[config.mk]
export PLATFORM = sky130hd
export DESIGN_NAME = ecc_sed_encoder
export DESIGN_NICKNAME = d
export VERILOG_FILES = /design/src/rtl/ecc_pkg.sv /design/src/rtl/ecc_parity_tree.sv /design/src/rtl/ecc_sed_encoder.sv
export SDC_FILE = /design/constraint.sdc
export NUM_CORES = 1
export LEC_CHECK = 0
export ABC_AREA = 0
export CORE_MARGIN = 2
export CORE_UTILIZATION = 40
export CTS_BUF_LIST = sky130_fd_sc_hd__clkbuf_2 sky130_fd_sc_hd__clkbuf_4 sky130_fd_sc_hd__clkbuf_8
export DETAILED_ROUTE_END_ITERATION = 10
export MAX_ROUTING_LAYER = met4
export PLACE_DENSITY = 0.66
export SYNTH_ARGS = -nofsm -noshare
export SYNTH_HDL_FRONTEND = slang
export SYNTH_SLANG_ARGS = --single-unit
[constraint.sdc]
create_clock -name clk -period 1.9 [get_ports clk]
set_input_delay 0.285 -clock clk [delete_from_list [all_inputs] [get_ports clk]]
set_output_delay 0.285 -clock clk [all_outputs]
set_load 0.02 [all_outputs]
[src/rtl/ecc_pkg.sv]
// Shared constants and a reference parity helper for the SED encoder family.
package ecc_pkg;

  localparam int DEFAULT_DATA_WIDTH = 48;

  function automatic logic sed_parity(input logic [DEFAULT_DATA_WIDTH-1:0] data,
                                      input logic                          odd);
    return (^data) ^ odd;
  endfunction

endpackage

[src/rtl/ecc_parity_tree.sv]
// Combinational parity of a word, reduced as a balanced XOR tree, optionally inverted for odd parity.
module ecc_parity_tree
  import ecc_pkg::*;
#(
  parameter int WIDTH = DEFAULT_DATA_WIDTH,
  parameter bit ODD   = 1'b0
) (
  input  logic [WIDTH-1:0] data_i,
  output logic             parity_o
);

  localparam int LEVELS = (WIDTH > 1) ? $clog2(WIDTH) : 0;
  localparam int PAD    = 1 << LEVELS;

  logic [PAD-1:0] tree;

  // Zero-pad to a power of two, then fold pairs in place: each level halves the live width.
  // NOTE: every signal written in always_comb gets a full default first, so no path can infer a latch.
  always_comb begin
    tree = '0;
    tree[WIDTH-1:0] = data_i;
    for (int w = PAD / 2; w >= 1; w = w / 2) begin
      for (int i = 0; i < w; i++) begin
        tree[i] = tree[2*i] ^ tree[2*i+1];
      end
    end
  end

  assign parity_o = tree[0] ^ ODD;

endmodule

[src/rtl/ecc_sed_encoder.sv]
// Single-error-detect encoder: {parity, data} behind a registered output stage with a one-deep skid buffer.
module ecc_sed_encoder
  import ecc_pkg::*;
#(
  parameter int DATA_WIDTH = DEFAULT_DATA_WIDTH,
  parameter bit ODD_PARITY = 1'b0
) (
  input  logic                  clk,
  input  logic                  rst,
  input  logic [DATA_WIDTH-1:0] data,
  input  logic                  data_valid,
  output logic                  data_ready,
  output logic [DATA_WIDTH:0]   enc_codeword,
  output logic                  enc_valid,
  input  logic                  enc_ready
);

  logic                in_parity;
  logic [DATA_WIDTH:0] in_cw;
  logic                in_fire;

  logic [DATA_WIDTH:0] out_q, out_d;
  logic                out_valid_q, out_valid_d;
  logic [DATA_WIDTH:0] skid_q, skid_d;
  logic                skid_valid_q, skid_valid_d;
  logic                ready_q, ready_d;

  ecc_parity_tree #(
    .WIDTH (DATA_WIDTH),
    .ODD   (ODD_PARITY)
  ) u_parity (
    .data_i   (data),
    .parity_o (in_parity)
  );

  assign in_cw   = {in_parity, data};
  assign in_fire = data_valid && ready_q;

  // SKID only fills while OUT is stalled; it always drains into OUT before new input is taken.
  always_comb begin
    out_d        = out_q;
    out_valid_d  = out_valid_q;
    skid_d       = skid_q;
    skid_valid_d = skid_valid_q;
    if (!out_valid_q || enc_ready) begin
      if (skid_valid_q) begin
        out_d        = skid_q;
        out_valid_d  = 1'b1;
        skid_valid_d = 1'b0;
      end else begin
        out_valid_d = in_fire;
        if (in_fire) begin
          out_d = in_cw;
        end
      end
    end else if (in_fire) begin
      skid_d       = in_cw;
      skid_valid_d = 1'b1;
    end
    ready_d = !skid_valid_d;
  end

  // NOTE: state registers use non-blocking assignments so every flop samples pre-edge values.
  // Payload registers are reset too, because the codeword output must read zero during reset.
  always_ff @(posedge clk or negedge rst) begin
    if (!rst) begin
      out_q        <= '0;
      out_valid_q  <= 1'b0;
      skid_q       <= '0;
      skid_valid_q <= 1'b0;
      ready_q      <= 1'b0;
    end else begin
      out_q        <= out_d;
      out_valid_q  <= out_valid_d;
      skid_q       <= skid_d;
      skid_valid_q <= skid_valid_d;
      ready_q      <= ready_d;
    end
  end

  assign data_ready   = ready_q;
  assign enc_codeword = out_q;
  assign enc_valid    = out_valid_q;

endmodule

==> flow_summary.json <==
{
  "outcome": "finished clean",
  "grt_pass1_vias": 3308,
  "fin_crit_sh_pct": 96.0,
  "final_nets": 561,
  "finalHoldViolations": 0,
  "rrSetupSlack_ns": 0.49,
  "clock_skew_ns": 0.0114,
  "clkTransAtPathRegs_ns": 0.09,
  "slew_headroom_pct": 64.7,
  "crit_family": "XOR/XNOR gates",
  "final_cell_area_um2": 6420,
  "dominantRegCellSynth": "dfrtp_1",
  "synth_seq_cells": 101,
  "p_switching_mw": 2.23,
  "synth_edf_count": 0,
  "synth_top_family_by_area": "multiplexers",
  "core_area_um2": 11000,
  "drtIter0Drc": 108,
  "grt_max_degree": 102,
  "period_needed_ns": 1.82,
  "fp.dieW_um": 111,
  "tightest_slew_ns": 0.529,
  "cp_slowest_stage_delay_ns": 0.51,
  "syn-num-nets": 427,
  "cts_tree": "done",
  "p_leak_nw": 2.89,
  "ctsHtreeMaxLevel": 3,
  "synth_mux_area_share_pct": 22.5,
  "cts_buffers": 9,
  "yosysMostFrequentCell": "dfrtp_1",
  "combPwrFrac_pct": 38.4,
  "cts_sinks": 101,
  "clockRootBuffer": "clkbuf_8",
  "synth.avg_cell_area_um2": 12.1,
  "maxSlewViolCount": 0,
  "ir_drop_v": 0.000645,
  "p_total_mw": 6.91,
  "cp_cell_sequence": "clkdlybuf4s50_1, xnor2_1, xnor2_1, xnor2_1, xnor2_1, xnor3_1, o311ai_2",
  "cp-end-kind": "flop",
  "synth-async-reset-ratio_pct": 100,
  "crit_type": "input port to flop",
  "n_antenna_cell": 0,
  "final_util_pct": 58.5,
  "synthTopCellsByArea": "dfrtp_1 56%, mux2_2 12%, mux2i_1 11%",
  "grt_use_total_pct": 17.3,
  "wl_um": 9840,
  "synth_top_cell_area_share_pct": 55.6,
  "stdcell_count": 653,
  "crit_path_max_fanout": 3,
  "holdWs_ns": 0.246,
  "max-clock-path-buffers": 2,
  "placed_area_um2": 6050,
  "dieHeight_um": 111,
  "power_frac_seq_pct": 44.5,
  "grt_pass1_wl_um": 16400,
  "synth_compound_area_share_pct": 6.03,
  "place_inst": 637,
  "critPathLaunchType": "input port",
  "start_util_pct": 41.4,
  "worstHoldPathType": "input port to flop",
  "drive_above_1_share_pct": 25.0,
  "critPathRequiredTime_ns": 2.17,
  "postSynthCellCount": 375,
  "dr_total_vias": 3188,
  "ys_warn_count": 0,
  "antenna_found_initial": 0,
  "cap_viol_max_count": 0,
  "p_per_area_nw_per_um2": 1080,
  "drtAntennaViolNets": 0,
  "synth-xor-area-share_pct": 9.16,
  "via_per_inst": 4.88,
  "seq_area_frac_synth_pct": 55.6,
  "synthDistinctLibCells": 18,
  "yosys.area_share.simple_pct": 4.95,
  "num_io_pins": 103,
  "synthTopCellsByCount": "101 x dfrtp_1, 49 x a21oi_1, 49 x nor2_1",
  "wl_per_cell_um": 15.1,
  "fmax_ghz": 0.548,
  "dr.pass1.iters": 4,
  "port_buffers": 102,
  "cpMostUsedCell": "xnor2_1",
  "area.growth.synth_to_final_pct": 41.3,
  "drc": 0,
  "worstPathArrival_ns": 2.09,
  "swShare_pct": 32.2,
  "p_int_mw": 4.68,
  "grt_overflow": 0,
  "setup_violations": 0,
  "pwr-share-clk_pct": 17.2,
  "die_area_um2": 12200,
  "rsz0062_at_grt": "no",
  "dp_hpwl_um": 6700,
  "num_rows": 38,
  "synthAdderAreaFrac_pct": 0,
  "cpMaxStageDelayCell": "clkdlybuf4s50_1",
  "crit_buf_inv": 1,
  "synthesis.area_um2": 4550,
  "synth_area_leader_cell": "dfrtp_1",
  "worstSkewPairLatency_ns": 0.37,
  "place_congestion": 0.718
}
## sequential cells by signal, summed over array words and instances (netlist names)
name	flops
skid_valid_q	1
enc_codeword	49
skid_q	49
enc_valid	1
data_ready	1
## area by class of cell
cell class,count,area (µm²)
inverter,1,3.75
tap,140,175
sequential,101,2530
clock inverter,3,15.0
multi-input combinational,252,2090
clock buffer,12,146
timing repair buffer,144,1460
fill,916,4560
## cells by family (layout without fill, tap and decap cells)
family / after synthesis / count (layout)
flops: 101 / 101
mux: 96 / 96
simple gates: 58 / 58
compound gates: 52 / 52
xor+xnor: 46 / 46
buf+inv: 22 / 160
## stage by stage
stage	TNS (ns)	setup slack, ns
2_1_floorplan	0	0.260
3_3_place_gp	-0.785	-0.426
3_5_place_dp	-0.907	-0.505
4_1_cts	0	0.0170
5_1_grt	0	0.00993
6_report	0	0.0764
## power groups by stage
stage / clock, mW / sequential, mW / combinational, mW
detailed placement: 0 / 3.12 / 2.63
finish: 1.19 / 3.07 / 2.65
CTS: 1.26 / 3.08 / 2.65
floorplan: 0 / 3.43 / 1.12
global placement: 0 / 3.09 / 2.58
global route: 1.34 / 3.16 / 2.86
## final timing paths
kind                                 start               end  cells after the start
worst max-delay path              data[15]  enc_codeword[48]                      7
worst min-delay path              data[23]        skid_q[23]                      2
worst max register to register   enc_valid        skid_q[10]                      4
worst min register to register  skid_q[48]        skid_q[48]                      2
max in group asynchronous              rst      skid_valid_q                      3
min in group asynchronous              rst  enc_codeword[42]                      3
## cells in the final DEF (no fill, tap or decap)
| cell | n |
|---|---|
| dfrtp_1 | 100 |
| clkdlybuf4s50_1 | 71 |
| a21oi_1 | 49 |
| mux2_2 | 48 |
| mux2i_1 | 48 |
| nor2_1 | 48 |
| buf_4 | 37 |
| dlymetal6s2s_1 | 27 |
| xnor2_1 | 23 |
| xnor2_2 | 17 |
| clkbuf_8 | 9 |
| nand2_1 | 5 |
| buf_12 | 5 |
| xor2_1 | 3 |
| clkinv_2 | 3 |
| clkbuf_4 | 3 |
| dlygate4sd2_1 | 3 |
| xor2_2 | 2 |
| a21o_1 | 1 |
| nor2b_1 | 1 |
| inv_1 | 1 |
| nand3_2 | 1 |
| nor2_4 | 1 |
| nand2b_1 | 1 |
| xnor3_1 | 1 |
| nand3_1 | 1 |
| o311ai_2 | 1 |
| o21ai_0 | 1 |
| dlygate4sd3_1 | 1 |
| dfrtp_2 | 1 |
## timing repair
item                                    CTS  global route
hold buffers                              1             0
endpoints found under the setup margin    2             2
resized for setup                         8            41
setup buffers                             0             0
endpoints found under the hold margin    97             0
pin swaps                                 5            20
## metal layers
metal	up-vias	wire length [µm]	global-route usage (%)
met5	-	0	-
met3	4	569	6.42
met4	0	56	3.75
li1	1549	-	-
met2	82	4740	27.0
met1	1553	4480	21.8
## worst register-to-register path, cell delays in order, from the launching register on
cell	delay (ns)
dfrtp_1	0.40
nor2b_1	0.16
nand3_2	0.11
buf_12	0.25
mux2_2	0.38
Power figures use the tool's default switching activity.
